--- src/rtl/write_back_stage.sv ---
// MEM/WB write-back stage: one-cycle registered source select with sub-word
// load extraction, register-file write port and retired-instruction counter.
module write_back_stage #(
  parameter int DATA_WIDTH = 32,
  parameter int REG_ADDR_W = 5,
  parameter int CNT_WIDTH  = 32,
  localparam int LSB_W     = $clog2(DATA_WIDTH / 8)
) (
  input  logic                  clk,
  input  logic                  rst_n,
  input  logic                  stall_i,
  input  logic                  flush_i,
  input  logic                  in_valid,
  input  logic                  in_reg_we,
  input  logic [REG_ADDR_W-1:0] in_rd,
  input  logic [1:0]            in_sel,
  input  logic [1:0]            in_size,
  input  logic                  in_unsigned,
  input  logic [LSB_W-1:0]      in_addr_lsb,
  input  logic [DATA_WIDTH-1:0] alu_data,
  input  logic [DATA_WIDTH-1:0] mem_data,
  input  logic [DATA_WIDTH-1:0] link_data,
  input  logic [DATA_WIDTH-1:0] imm_data,
  output logic                  wb_valid,
  output logic                  wb_we,
  output logic [REG_ADDR_W-1:0] wb_rd,
  output logic [DATA_WIDTH-1:0] wb_data,
  output logic [CNT_WIDTH-1:0]  retired_count
);

  localparam int N_BYTES  = DATA_WIDTH / 8;
  localparam int N_HALVES = DATA_WIDTH / 16;

  localparam logic [1:0] SEL_ALU  = 2'b00;
  localparam logic [1:0] SEL_MEM  = 2'b01;
  localparam logic [1:0] SEL_LINK = 2'b10;

  localparam logic [1:0] SIZE_BYTE = 2'b00;
  localparam logic [1:0] SIZE_HALF = 2'b01;

  logic [7:0]            byte_field;
  logic [15:0]           half_field;
  logic [LSB_W-1:0]      half_lane;
  logic [DATA_WIDTH-1:0] load_data;
  logic [DATA_WIDTH-1:0] next_data;
  logic                  next_we;

  // Lane selection by comparison rather than a variable part-select, so an
  // offset beyond the last lane reads zero instead of going out of range.
  always_comb begin
    byte_field = '0;
    half_field = '0;
    half_lane  = in_addr_lsb >> 1;
    for (int unsigned i = 0; i < N_BYTES; i++) begin
      if (in_addr_lsb == LSB_W'(i))
        byte_field = mem_data[8*i +: 8];
    end
    for (int unsigned j = 0; j < N_HALVES; j++) begin
      if (half_lane == LSB_W'(j))
        half_field = mem_data[16*j +: 16];
    end
  end

  always_comb begin
    load_data = mem_data;
    case (in_size)
      SIZE_BYTE: begin
        load_data      = {DATA_WIDTH{~in_unsigned & byte_field[7]}};
        load_data[7:0] = byte_field;
      end
      SIZE_HALF: begin
        load_data       = {DATA_WIDTH{~in_unsigned & half_field[15]}};
        load_data[15:0] = half_field;
      end
      default: load_data = mem_data;
    endcase
  end

  always_comb begin
    next_data = imm_data;
    case (in_sel)
      SEL_ALU:  next_data = alu_data;
      SEL_MEM:  next_data = load_data;
      SEL_LINK: next_data = link_data;
      default:  next_data = imm_data;
    endcase
  end

  assign next_we = in_valid & in_reg_we & (in_rd != '0);

  // Flush wins over stall; the counter only moves on a real capture.
  always_ff @(posedge clk or negedge rst_n) begin
    if (!rst_n) begin
      wb_valid      <= 1'b0;
      wb_we         <= 1'b0;
      wb_rd         <= '0;
      wb_data       <= '0;
      retired_count <= '0;
    end else if (flush_i) begin
      wb_valid <= 1'b0;
      wb_we    <= 1'b0;
      wb_rd    <= '0;
      wb_data  <= '0;
    end else if (!stall_i) begin
      wb_valid <= in_valid;
      wb_we    <= next_we;
      wb_rd    <= in_rd;
      wb_data  <= next_data;
      if (in_valid)
        retired_count <= retired_count + CNT_WIDTH'(1);
    end
  end

endmodule

--- config.mk ---
export PLATFORM = sky130hd
export DESIGN_NAME = write_back_stage
export DESIGN_NICKNAME = d
export VERILOG_FILES = /design/src/rtl/write_back_stage.sv
export SDC_FILE = /design/constraint.sdc
export NUM_CORES = 1
export LEC_CHECK = 0
export BUFFER_PORTS_ARGS = -buffer_cell sky130_fd_sc_hd__buf_2
export CAP_MARGIN = 20
export CORE_UTILIZATION = 47
export CTS_BUF_LIST = sky130_fd_sc_hd__clkbuf_8 sky130_fd_sc_hd__clkbuf_16
export DETAILED_ROUTE_END_ITERATION = 8
export PLACE_DENSITY = 0.82
export REMOVE_ABC_BUFFERS = 1
export SLEW_MARGIN = 20
export SYNTH_ARGS = -nofsm -noshare
export SYNTH_HDL_FRONTEND = slang
export SYNTH_SLANG_ARGS = --single-unit
--- constraint.sdc ---
create_clock -name clk -period 2.5 [get_ports clk]
set_clock_uncertainty 0.1 [all_clocks]
set_input_delay 0.125 -clock clk [delete_from_list [all_inputs] [get_ports clk]]
set_output_delay 0.125 -clock clk [all_outputs]
set_load 0.03 [all_outputs]
==> flow_results.org, run 1 <==
** STA
- Achievable Freq :: roughly 0.5 GHz
- Max-slew violation total from the final report :: 0
- Shortest clock period the worst path allows after layout :: just under 2 ns
- In the finished design, the share of the clock period the worst path needs comes to 0.789.
- RSZ-0062 raised after global routing :: no
- Slew at the pin closest to its max-slew limit :: 0.910 ns
- The final hold violation count came to 0.
- For the final routed database, the setup TNS stands at 0 ns.
- The worst pin sits at a relative slew slack of 0.393.
- The tightest hold path in the finished design has a slack of around 0.021 ns.
- # setup viols final :: 0

** Power
- In this run the power density over the cells is just under 500 mW/mm^2.
- Share of total power consumed by net switching :: 0.348
- The internal portion of the total power is between 1.5 and 2 mW.
- The share of total power dissipated in sequential elements is 0.442.
- For this design the static power due to leakage is 3.08 nW.
- Power share of the clock group :: 0.270
- Net switching power :: ~1.0 mW
- VDD IR max :: 0.495 mV
- The share of total power dissipated in combinational logic is 0.288.

** Detailed routing
- Wires add up to ~15000 um.
- Drt via density :: 6.04
- Routed len/inst :: 19.1 um
- The routed layout has approximately 4700 vias.
- In the routed design, unresolved DRC markers number 0.
- After the first detailed-routing iteration, the DRC count stood at 276.
- Before antenna repair, the detailed router went through 7 iterations.
- Count of nets left with antenna violations after detail routing :: 0

** Synth
- Of all flip-flops after synthesis, the portion carrying an async set or reset was 1.00.
- Of the synthesized area, sequential elements account for 0.404.
- The cell count after synthesis came out at 433.
- Count of state elements after synthesis :: slightly above 70
- Most used flip-flop cell after synthesis :: sky130_fd_sc_hd__dfrtp_1
- Yosys printed 0 warnings.
- Mapped Area :: between 0.004 and 0.005 mm^2
- Number of enable flip-flop cells after synthesis :: 0
- A synthesized cell averages just over 10 um^2.
- Counting distinct cell types in the post-synthesis netlist gives between 50 and 60.

** Clock tree
- No sink is reached through more buffers than the 2 on the longest clock path.
- TritonCTS created 9 clock buffers.
- Clock transition at path regs :: 0.08 ns
- The clock reaches the later pin of the worst-skew pair after between 0.3 and 0.4 ns.
- In this run the number of H-tree levels came out at 3.
- Clock Sink Count :: 71
- The number of gates resized after CTS was 0.
- CTS Root Buffer Type :: sky130_fd_sc_hd__clkbuf_8
- TritonCTS built the clock tree.

** Setup path
- The worst register-to-register path has a setup slack of slightly below 0.6 ns.
- For this run, the slowest stage of the critical path takes ~0.52 ns.
- Worst reg2reg endpoint :: retired_count[30]
- Slowest cell on the critical path :: sky130_fd_sc_hd__dlygate4sd3_1
- CP arrival :: around 2.1 ns
- Endpoint of the worst setup timing path :: retired_count[29]
- Timing startpoint of the critical path :: in_valid
- STA classifies the critical path startpoint as an input pin.
- CP Max Fanout :: 12
- Depth of the most critical reg-to-reg path :: 5
- Category of the worst setup path capture point :: flip-flop
- CP Cell Sequence :: dlygate4sd3_1 > buf_2 > or3b_1 > nor3_4 > nand4_1 > xnor2_1
- WS Path Type :: in2reg
- The critical path contains buffers and inverters numbering 2 combined.
- For the worst setup path, the data required time is about 2.6 ns.
- The startpoint identified for the worst register-to-register timing path is retired_count[0].
- Critical Path Stages :: 6
- Cell type group with the largest total delay on the critical path :: simple AND/OR/NAND/NOR gates

** Run status
- The flow ran to the end, and the final reports show no timing, DRC or antenna violations.

** GRT
- Total Routing Usage GR :: 0.309
- The total overflow left after global routing is 0.
- The number of global-route vias before repair came to 4865.
- Entering global routing, the biggest net connects 72 pins.
- Antenna violations before repair :: 1
- Wire length of the first global-routing pass :: 23500 um

** Die
- Ports :: about 220
- Initial cell density of the core :: 0.495
- The die covers between 0.009 and 0.01 mm^2.
- X dimension of the die :: just under 100 um
- The region available for standard cell placement spans 0.00889 mm^2.
- Y dimension of the die :: slightly below 100 um
- Row Count :: 34

** Layout
- From synthesis to final layout, the design area changed by 37.1%.
- Of the cells placed in the final design, the portion with a size suffix greater than 1 is 0.432.
- Nets@finish :: 816
- The number of antenna diodes in the final layout is 0.
- Finished layout cell area :: approximately 0.006 mm^2

** Place
- Detailed placement ended at an HPWL of 10900 um.
- Routability congestion estimate from global placement :: between 0.9 and 1
- Instance area after placement :: 0.00556 mm^2
- Count of input and output buffers :: around 220

** Min path
- The worst hold path was traced through 3 stages.
- The worst hold path belongs to the class in2reg.

** Job
- Number of max-cap violations :: 0
## cell type report
type / instances / area [um^2]
Fill cell: 745 / 2860
Multi-Input combinational cell: 322 / 2450
Sequential cell: 71 / 1780
Timing Repair Buffer: 259 / 1480
Tap cell: 108 / 135
Clock buffer: 9 / 124
Clock inverter: 7 / 47.5
Inverter: 6 / 22.5
## logic make-up after synthesis
| logic type | synth area share |
|---|---|
| buffers and inverters | 0.0409 |
| AND/OR/NAND/NOR | 0.158 |
| XOR/XNOR | 0.0617 |
| flip-flops | 0.404 |
| adder cells (fa/ha/maj) | 0.00284 |
| AO/OA/AOI/OAI | 0.209 |
| multiplexers | 0.123 |
## worst min-delay path by stage
stage                     start  slack, ns                end
CTS                 alu_data[6]      0.008         wb_data[6]
global route        mem_data[1]       0.02         wb_data[1]
detailed placement        rst_n       0.21  retired_count[20]
finish              alu_data[6]       0.02         wb_data[6]
floorplan                 rst_n      -0.27   retired_count[0]
global placement          rst_n       0.19  retired_count[20]
## synthesized netlist by cell type, types with 2 or more instances
library cell,number,area share
sky130_fd_sc_hd__nor3_2,3,0.0068
sky130_fd_sc_hd__xnor2_1,27,0.054
sky130_fd_sc_hd__nand2_1,30,0.026
sky130_fd_sc_hd__a221o_1,13,0.030
sky130_fd_sc_hd__a222oi_1,16,0.036
sky130_fd_sc_hd__a21o_1,6,0.010
sky130_fd_sc_hd__nand3_1,12,0.014
sky130_fd_sc_hd__and2_1,3,0.0043
sky130_fd_sc_hd__buf_6,2,0.0051
sky130_fd_sc_hd__nor2b_1,3,0.0043
sky130_fd_sc_hd__nand4_1,14,0.020
sky130_fd_sc_hd__a221oi_1,3,0.0060
sky130_fd_sc_hd__a22o_1,16,0.032
sky130_fd_sc_hd__o21a_1,2,0.0034
sky130_fd_sc_hd__o32ai_1,14,0.028
sky130_fd_sc_hd__buf_2,9,0.010
sky130_fd_sc_hd__nand3b_1,6,0.010
sky130_fd_sc_hd__and4_1,5,0.010
sky130_fd_sc_hd__xor2_1,4,0.0080
sky130_fd_sc_hd__a21oi_1,21,0.024
sky130_fd_sc_hd__inv_1,6,0.0051
sky130_fd_sc_hd__nor3_1,2,0.0023
sky130_fd_sc_hd__and3_1,4,0.0057
sky130_fd_sc_hd__mux2i_1,16,0.036
sky130_fd_sc_hd__mux2_2,32,0.082
sky130_fd_sc_hd__nand2b_1,4,0.0057
sky130_fd_sc_hd__nor2_1,22,0.019
sky130_fd_sc_hd__dfrtp_1,71,0.40
sky130_fd_sc_hd__o21ai_0,23,0.026
sky130_fd_sc_hd__clkbuf_1,16,0.014
sky130_fd_sc_hd__buf_1,6,0.0051
## stage by stage
| stage | std cells | setup WS [ns] | util | power (mW) |
|---|---|---|---|---|
| 4_1_cts | 782 | 0.527 | 0.679 | 3.01 |
| 3_3_place_gp | 736 | 0.586 | 0.626 | 2.13 |
| 6_report | 782 | 0.528 | 0.679 | 2.99 |
| 5_1_grt | 782 | 0.365 | 0.679 | 3.13 |
| 2_1_floorplan | 399 | 0.514 | - | 1.77 |
| 3_5_place_dp | 736 | 0.510 | 0.626 | 2.16 |
## worst reg2reg max path, cell delays in order (launching register included)
cell and delay (ns):
sky130_fd_sc_hd__dfrtp_1 0.44, sky130_fd_sc_hd__ha_1 0.19, sky130_fd_sc_hd__nand4_1 0.19, sky130_fd_sc_hd__or4_4 0.57, sky130_fd_sc_hd__nor3b_2 0.20, sky130_fd_sc_hd__xnor2_1 0.14
## power groups by stage
stage / clock network (mW) / logic (mW) / registers (mW)
after floorplan: 0 / 0.273 / 1.50
after global placement: 0 / 0.795 / 1.34
after detailed placement: 0 / 0.816 / 1.34
after CTS: 0.832 / 0.856 / 1.32
after global routing: 0.869 / 0.927 / 1.33
final: 0.809 / 0.861 / 1.32
## cell usage in the layout, fill, tap and decap left out, types with 5 or more instances in the layout
cell type	synthesis	final
sky130_fd_sc_hd__inv_1	6	6
sky130_fd_sc_hd__o32ai_1	14	14
sky130_fd_sc_hd__a21o_1	6	6
sky130_fd_sc_hd__nand4_1	14	14
sky130_fd_sc_hd__nand2_1	30	30
sky130_fd_sc_hd__and4_1	5	5
sky130_fd_sc_hd__buf_4	1	14
sky130_fd_sc_hd__buf_2	9	215
sky130_fd_sc_hd__o21ai_0	23	23
sky130_fd_sc_hd__mux2i_1	16	16
sky130_fd_sc_hd__nand3b_1	6	6
sky130_fd_sc_hd__mux2_2	32	32
sky130_fd_sc_hd__dfrtp_1	71	71
sky130_fd_sc_hd__dlygate4sd3_1	0	30
sky130_fd_sc_hd__clkbuf_8	0	9
sky130_fd_sc_hd__a22o_1	16	16
sky130_fd_sc_hd__a222oi_1	16	16
sky130_fd_sc_hd__a21oi_1	21	21
sky130_fd_sc_hd__a221o_1	13	13
sky130_fd_sc_hd__nand3_1	12	12
sky130_fd_sc_hd__nor2_1	22	21
sky130_fd_sc_hd__xnor2_1	27	27
## registers in the layout (all words and copies together), names as in the netlist
signal         cells
wb_valid           1
wb_data           32
retired_count     32
wb_we              1
wb_rd              5
## repair_timing
action | CTS | global route
setup endpoints to repair | 0 | 0
hold buffers | 30 | 0
hold endpoints to repair | 100 | 0
buffers inserted | 0 | 0
## routing by layer
layer,wire length [um],up-vias,track usage,part of all wire
li1,-,2129,-,-
met1,5590,2299,0.345,0.37
met2,7750,243,0.562,0.52
met3,1000,52,0.0645,0.067
met4,592,2,0.146,0.040
met5,10,-,0,0.00067
Power figures use the tool's default switching activity.
==> run 2: changes to the inputs <==
--- a/config.mk
+++ b/config.mk
@@ -7,10 +7,10 @@
 export LEC_CHECK = 0
 export BUFFER_PORTS_ARGS = -buffer_cell sky130_fd_sc_hd__buf_2
 export CAP_MARGIN = 20
-export CORE_UTILIZATION = 47
+export CORE_UTILIZATION = 42
 export CTS_BUF_LIST = sky130_fd_sc_hd__clkbuf_8 sky130_fd_sc_hd__clkbuf_16
 export DETAILED_ROUTE_END_ITERATION = 8
-export PLACE_DENSITY = 0.82
+export PLACE_DENSITY = 0.77
 export REMOVE_ABC_BUFFERS = 1
 export SLEW_MARGIN = 20
 export SYNTH_ARGS = -nofsm -noshare
==> constraint.sdc (replaced) <==
create_clock -name clk -period 1.8 [get_ports clk]
set_clock_uncertainty 0.1 [all_clocks]
set_input_delay 0.09 -clock clk [delete_from_list [all_inputs] [get_ports clk]]
set_output_delay 0.09 -clock clk [all_outputs]
set_load 0.03 [all_outputs]
==> flow_results.org, run 2 (synthesis gave the netlist of run 1 again) <==
** Layout
- Share of post-route cells with drive strength above 1 :: 0.445
- Nets@finish :: ~850
- The top cell types in the final layout, fill and taps aside, are sky130_fd_sc_hd__buf_2 (215), sky130_fd_sc_hd__dfrtp_1 (71), sky130_fd_sc_hd__dlygate4sd3_1 (42).
- The number of antenna diodes in the final layout is 0.
- The library cell used most frequently in the layout, excluding fill and tap cells, is sky130_fd_sc_hd__buf_2.
- The layout has between 800 and 900 filler cells.
- Compared with the post-synthesis result, the final layout area differs by 46.7%.
- Multi-input logic area :: 0.00246 mm^2
- Registers take roughly 0.0018 mm^2.
- The largest registers in the layout are retired_count (32), wb_data (32), wb_rd (5).

** GRT
- The first global-routing pass estimated around 25000 um of wire.
- Vias in the first global route :: 4941
- Antenna violations before repair :: 0
- For this run the aggregate overflow at the end of global routing stands at 0.
- Total Routing Usage GR :: 0.288
- Pin count of the biggest net entering global routing :: 38

** Place
- Timing analysis after detailed placement gives a worst setup slack of roughly 0.050 ns.
- Routability congestion estimate from global placement :: roughly 0.87
- In this run the tool buffered the top-level ports with 216 buffer cells.
- Detailed placement ended at an HPWL of ~11000 um.

** STA
- Max-slew violation total from the final report :: 0
- Of the available clock period, the critical path in the final layout requires 0.957.
- Achievable Freq :: a little under 0.6 GHz
- The worst path in the final design needs a cycle of ~1.7 ns, including I/O delays and setup.
- For the pin with the worst max-slew slack, the measured transition is roughly 0.52 ns.
- Setup violations remaining at the end of the flow were counted as 0.
- Normalized max-slew margin :: 0.654
- RSZ-0062 raised after global routing :: no
- Final worst-path setup slack :: about 0.077 ns
- The final hold violation count is 0.
- Setup Total Neg Slack :: 0 ns

** Power
- Dividing total power by cell area gives a power density of approximately 670 mW/mm^2.
- VDD IR max :: 0.553 mV
- For this design the static power due to leakage is roughly 3.3 nW.

** Run status
- Run status :: completed

** Detailed routing
- For this block, wires on met1 add up to 6170 um.
- Vias after detailed routing :: a little under 5000
- The routed design uses between 1000 and 1500 um of met3 wire.
- Number of remaining DRC errors :: 0
- In the routed layout, each cell is associated on average with a via count of around 5.8.
- Sum of met2 wire segment lengths after detailed routing :: between 7000 and 8000 um
- The highest metal layer carrying signal wires in the routed design is met4.
- The first detailed-routing pass took 6 iterations.
- Wires add up to ~16000 um.
- After detailed routing, the average wire length per cell comes to 18.5 um.
- Once detail routing completed, the nets flagged for antenna violations numbered 0.
- 1st-iter DRT viols :: 379

** Min path
- Worst Hold Class :: in2reg

** Clock tree
- H-tree Lvls :: 3
- Clock transition at path regs :: 0.08 ns
- In this run, CTS created clock tree buffers numbering 9.
- TritonCTS clock tree :: done
- The root buffer cell chosen for the clock tree is sky130_fd_sc_hd__clkbuf_8.
- Clock Sink Count :: 71
- CTS Buffer Depth :: 2
- Clock latency on the worst-skew pair, taken at its later pin, is around 0.35 ns.

** Setup path
- Category of the worst setup path capture point :: flip-flop
- CP Cell Sequence :: dlygate4sd3_1 > buf_2 > or3b_4 > buf_4 > nor2_1 > nand4_1 > xnor2_1
- The worst setup path is of the in2reg kind.
- The worst setup path is launched from an input pin.
- Data on the critical path is required at its endpoint by 1.94 ns.
- Data on the critical path arrives at its endpoint at 1.86 ns.
- The largest individual stage delay along the critical path comes from the cell sky130_fd_sc_hd__dlygate4sd3_1.
- In this design, the stage delay of the slowest critical-path cell is roughly 0.54 ns.
- Along the worst path, the maximum fanout reaches 4.

** Die
- Row Count :: 37
- Y dimension of the die :: roughly 100 um
- The region available for standard cell placement spans 0.0102 mm^2.
- X dimension of the die :: roughly 100 um
- Ports :: about 220
- The floorplan step defined a die boundary enclosing 0.0109 mm^2.
- For this configuration, the core starts out at a cell density of 0.430.

** Job
- Number of max-cap violations :: 0
[run 2: final timing paths]
| path | slack, ns | from | cells after the start | end |
|---|---|---|---|---|
| min in group asynchronous | 0.14 | rst_n | 2 | retired_count[20] |
| min | 0.01 | alu_data[31] | 4 | wb_data[31] |
| min reg2reg | 0.37 | retired_count[31] | 1 | retired_count[31] |
| max in group asynchronous | 0.88 | rst_n | 3 | retired_count[3] |
| max | 0.08 | in_valid | 7 | retired_count[7] |
| max reg2reg | 0.10 | retired_count[9] | 4 | retired_count[30] |
[run 2: area by class of cell]
type	count	area share
multi-input combinational	322	0.381
timing repair buffer	295	0.286
sequential	71	0.275
tap	136	0.0264
clock buffer	10	0.0213
clock inverter	6	0.00582
inverter	6	0.00349
[run 2: per-layer routing]
layer  global-route usage  vias to the layer above
met4                0.124                        0
li1                     -                     2211
met1                0.348                     2376
met3               0.0514                       36
met2                0.500                      268
met5                    0                        -
[run 2: critical path: cells and delay by family]
family,cells,cell delay [ns]
xor gates and xnor gates,1,0.15
buffers and inverters,3,0.86
and+or+nand+nor,3,0.75
[run 2: per-stage QoR]
stage,utilization,cells,hold slack [ns],total power [mW],cell area [um^2]
6_report,0.631,846,0.0102,4.33,6450
5_1_grt,0.631,846,0.00891,4.54,6450
4_1_cts,0.628,845,0.000491,4.34,6430
3_5_place_dp,0.570,787,-0.0190,3.09,5830
3_3_place_gp,0.570,787,-0.0294,3.06,5830
2_1_floorplan,-,399,-0.306,2.46,4240
[run 2: timing repair]
| action | in CTS | in global routing |
|---|---|---|
| buffers inserted | 0 | 1 |
| setup endpoints to repair | 0 | 12 |
| hold endpoints to repair | 73 | 0 |
| resized for setup | 0 | 4 |
| hold buffers | 42 | 0 |
[run 2: power breakdown]
group / switching, mW / internal, mW
Clock: 0.650 / 0.531
Combinational: 0.757 / 0.587
Sequential: 0.0912 / 1.71
==> run 3: changes to the inputs <==
--- a/config.mk
+++ b/config.mk
@@ -10,9 +10,9 @@
 export CORE_UTILIZATION = 42
 export CTS_BUF_LIST = sky130_fd_sc_hd__clkbuf_8 sky130_fd_sc_hd__clkbuf_16
 export DETAILED_ROUTE_END_ITERATION = 8
+export MAX_ROUTING_LAYER = met4
 export PLACE_DENSITY = 0.77
 export REMOVE_ABC_BUFFERS = 1
-export SLEW_MARGIN = 20
 export SYNTH_ARGS = -nofsm -noshare
 export SYNTH_HDL_FRONTEND = slang
 export SYNTH_SLANG_ARGS = --single-unit
==> flow_results.org, run 3 (synthesis gave the netlist of run 1 again) <==
** STA
- Period utilisation layout :: 0.945
- Normalized max-slew margin :: 0.638
- Setup total negative slack on the finished layout was measured at 0 ns.
- RSZ-0062 raised after global routing :: no
- Endpoints failing hold :: 0
- Max-slew violation total from the final report :: 0
- For the pin with the worst max-slew slack, the measured transition is ~0.54 ns.
- Final worst-path setup slack :: a little under 0.1 ns
- Timing would allow up to a little under 0.6 GHz.
- The worst path in the final design needs a cycle of 1.70 ns, including I/O delays and setup.
- Setup violations remaining at the end of the flow were counted as 0.

** Layout
- Of the cells placed in the final design, the portion with a size suffix greater than 1 is 0.438.
- The library cell used most frequently in the layout, excluding fill and tap cells, is sky130_fd_sc_hd__buf_2.
- Layout Area Growth over Synthesis :: 48.1%
- Register area :: 0.00178 mm^2
- Multi-input logic area :: between 0.002 and 0.0025 mm^2
- Filler instances :: roughly 860
- Excluding fillers, the count of instances in the completed layout stands at 849.
- The final layout contains roughly 860 nets.
- Post-layout utilization of the core :: 0.637
- Antenna cell count :: 0
- Top flop regs :: retired_count (32), wb_data (32), wb_rd (5)
- After routing the design area is between 0.006 and 0.007 mm^2.
- In the layout the commonest cells are sky130_fd_sc_hd__buf_2 (215), sky130_fd_sc_hd__dfrtp_1 (70), sky130_fd_sc_hd__dlygate4sd3_1 (46).

** Detailed routing
- Final routed wirelength across all metal layers :: 15700 um
- For this run, the detailed router's first-pass iteration total came to 8.
- The routed layout has roughly 4900 vias.
- In the routed layout, each cell is associated on average with a via count of between 5 and 6.
- 1st-iter DRT viols :: between 300 and 400
- Dividing the detail-routed wire length by the instance count gives 18.5 um.
- Number of remaining DRC errors :: 0
- Count of nets left with antenna violations after detail routing :: 0

** Power
- Ratio of total power to cell area :: around 720 mW/mm^2
- Across the VDD grid, the largest voltage drop is between 0.8 and 0.9 mV.
- The internal power of the cells totals 3.24 mW.
- Net switching power :: 1.47 mW
- Share of total power consumed by net switching :: 0.311
- Summed over all cells, the static leakage comes to approximately 3.3 nW.
- Combinational share of power :: 0.284
- Power share of the clock group :: 0.333
- Portion of total power attributed to sequential cells :: 0.383

** GRT
- The first global-routing pass estimated 25300 um of wire.
- Pin count of the biggest net entering global routing :: 38
- Antenna violations before repair :: 0
- Total Routing Usage GR :: 0.302
- Grt ovf :: 0
- Vias in the first global route :: between 5000 and 6000

** Clock tree
- CTS placed an instance of sky130_fd_sc_hd__clkbuf_8 at the clock tree root.
- After clock tree synthesis, the setup repair step added 0 buffers.
- Clock latency on the worst-skew pair, taken at its later pin, is roughly 0.36 ns.
- H-tree Lvls :: 3
- TritonCTS clock tree :: done
- In this run, CTS created clock tree buffers numbering 9.
- The clock net in this run drives a total of 71 sinks.
- In this run the deepest clock path goes through 2 buffers.
- Clock transition at path regs :: 0.08 ns

** Setup path
- For the worst setup path, the data arrival time is between 1.5 and 2 ns.
- The slowest stage of the critical path is the sky130_fd_sc_hd__or4_4 cell.
- For this run, the slowest stage of the critical path takes approximately 0.60 ns.
- Counting both buffers and inverters, the worst setup path holds a total of 0.
- Along the worst path, the maximum fanout reaches 6.
- Required time reported for the critical path endpoint :: a little under 2 ns
- Cell type group with the largest total delay on the critical path :: simple AND/OR/NAND/NOR gates
- STA classifies the critical path endpoint as a flip-flop.
- WS Path Type :: reg2reg
- Critical path launch point type :: flip-flop
- The critical path goes through nand4_1 > or4_4 > nor3b_2 > xnor2_1.

** Min path
- Worst Hold Class :: in2reg

** Die
- In this run the horizontal extent of the chip is between 100 and 150 um.
- After floorplanning, the core was divided into 37 placement rows.
- Y dimension of the die :: ~100 um
- Floorplan die area :: 0.0109 mm^2
- For this configuration, the core starts out at a cell density of 0.430.
- Ports :: ~220
- The core region is approximately 0.010 mm^2.

** Place
- At the end of routability-driven placement, the weighted congestion stood at between 0.9 and 1.
- Pre-CTS setup slack :: approximately 0.034 ns
- Once placement completed, the tool counted placed cells totaling approximately 790.
- Buffers placed on the I/O ports in this run total between 200 and 250.
- The HPWL after detailed placement is ~11000 um.
- In this run the cell area measured after placement is around 0.0058 mm^2.

** Run status
- Run status :: completed

** Job
- Across the run, the number of max-cap violations was 0.
## run 3: changes by cell type in the layout (fill, tap and decap cells not counted), moves of 2 or more
cell | before | now
sky130_fd_sc_hd__inv_1 | 7 | 9
sky130_fd_sc_hd__dlygate4sd3_1 | 42 | 46
sky130_fd_sc_hd__clkinv_2 | 2 | 0
sky130_fd_sc_hd__buf_4 | 32 | 34
sky130_fd_sc_hd__bufinv_16 | 0 | 3
sky130_fd_sc_hd__buf_12 | 5 | 3
sky130_fd_sc_hd__clkinvlp_4 | 2 | 0
## run 3: repair_timing
| action | in CTS | in global routing |
|---|---|---|
| endpoints found under the hold margin | 79 | 0 |
| setup endpoints to repair | 0 | 17 |
| hold buffers | 46 | 0 |
| gates resized for setup | 0 | 2 |
## run 3: cell type report
class / instances / share of cell area
multi-input cells: 322 / 0.377
flip-flops and latches: 71 / 0.273
repair buffers: 298 / 0.284
well taps: 136 / 0.0261
clock buffers: 10 / 0.0211
inverters: 6 / 0.00346
clock inverters: 6 / 0.0156
## run 3: per-layer routing
layer / routed length [um] / vias up / track usage
met5: 0 / - / -
met4: 529 / 0 / 0.139
met3: 1280 / 45 / 0.0533
met2: 7720 / 253 / 0.486
met1: 6220 / 2379 / 0.369
li1: - / 2227 / -
## run 3: final timing paths
check	endpoint	depth (start not counted)	start	slack (ns)
worst max-delay path	retired_count[30]	4	retired_count[9]	0.1
worst min-delay path	wb_data[17]	4	alu_data[17]	0.009
worst max register to register	retired_count[30]	4	retired_count[9]	0.1
worst min register to register	retired_count[31]	1	retired_count[31]	0.37
max in group asynchronous	retired_count[5]	3	rst_n	0.86
min in group asynchronous	retired_count[19]	2	rst_n	0.14
## run 3: power groups by stage
stage / registers [mW] / clock network [mW] / logic, mW
4_1_cts: 1.80 / 1.59 / 1.33
2_1_floorplan: 2.08 / 0 / 0.378
6_report: 1.80 / 1.57 / 1.34
3_3_place_gp: 1.83 / 0 / 1.22
5_1_grt: 1.82 / 1.66 / 1.44
3_5_place_dp: 1.83 / 0 / 1.25
## run 3: tightest hold or removal path: cells and delay by family
kind,cells,cell delay [ns]
AOI/OAI and AO/OA,2,0.19
buffers and inverters,1,0.08
and+or+nand+nor,1,0.07
## run 3: per-stage QoR
stage | hold WS (ns) | power, mW
floorplan | -0.306 | 2.46
global placement | -0.0221 | 3.05
detailed placement | -0.0173 | 3.08
CTS | 0.000264 | 4.72
global route | 0.0236 | 4.92
finish | 0.00916 | 4.71
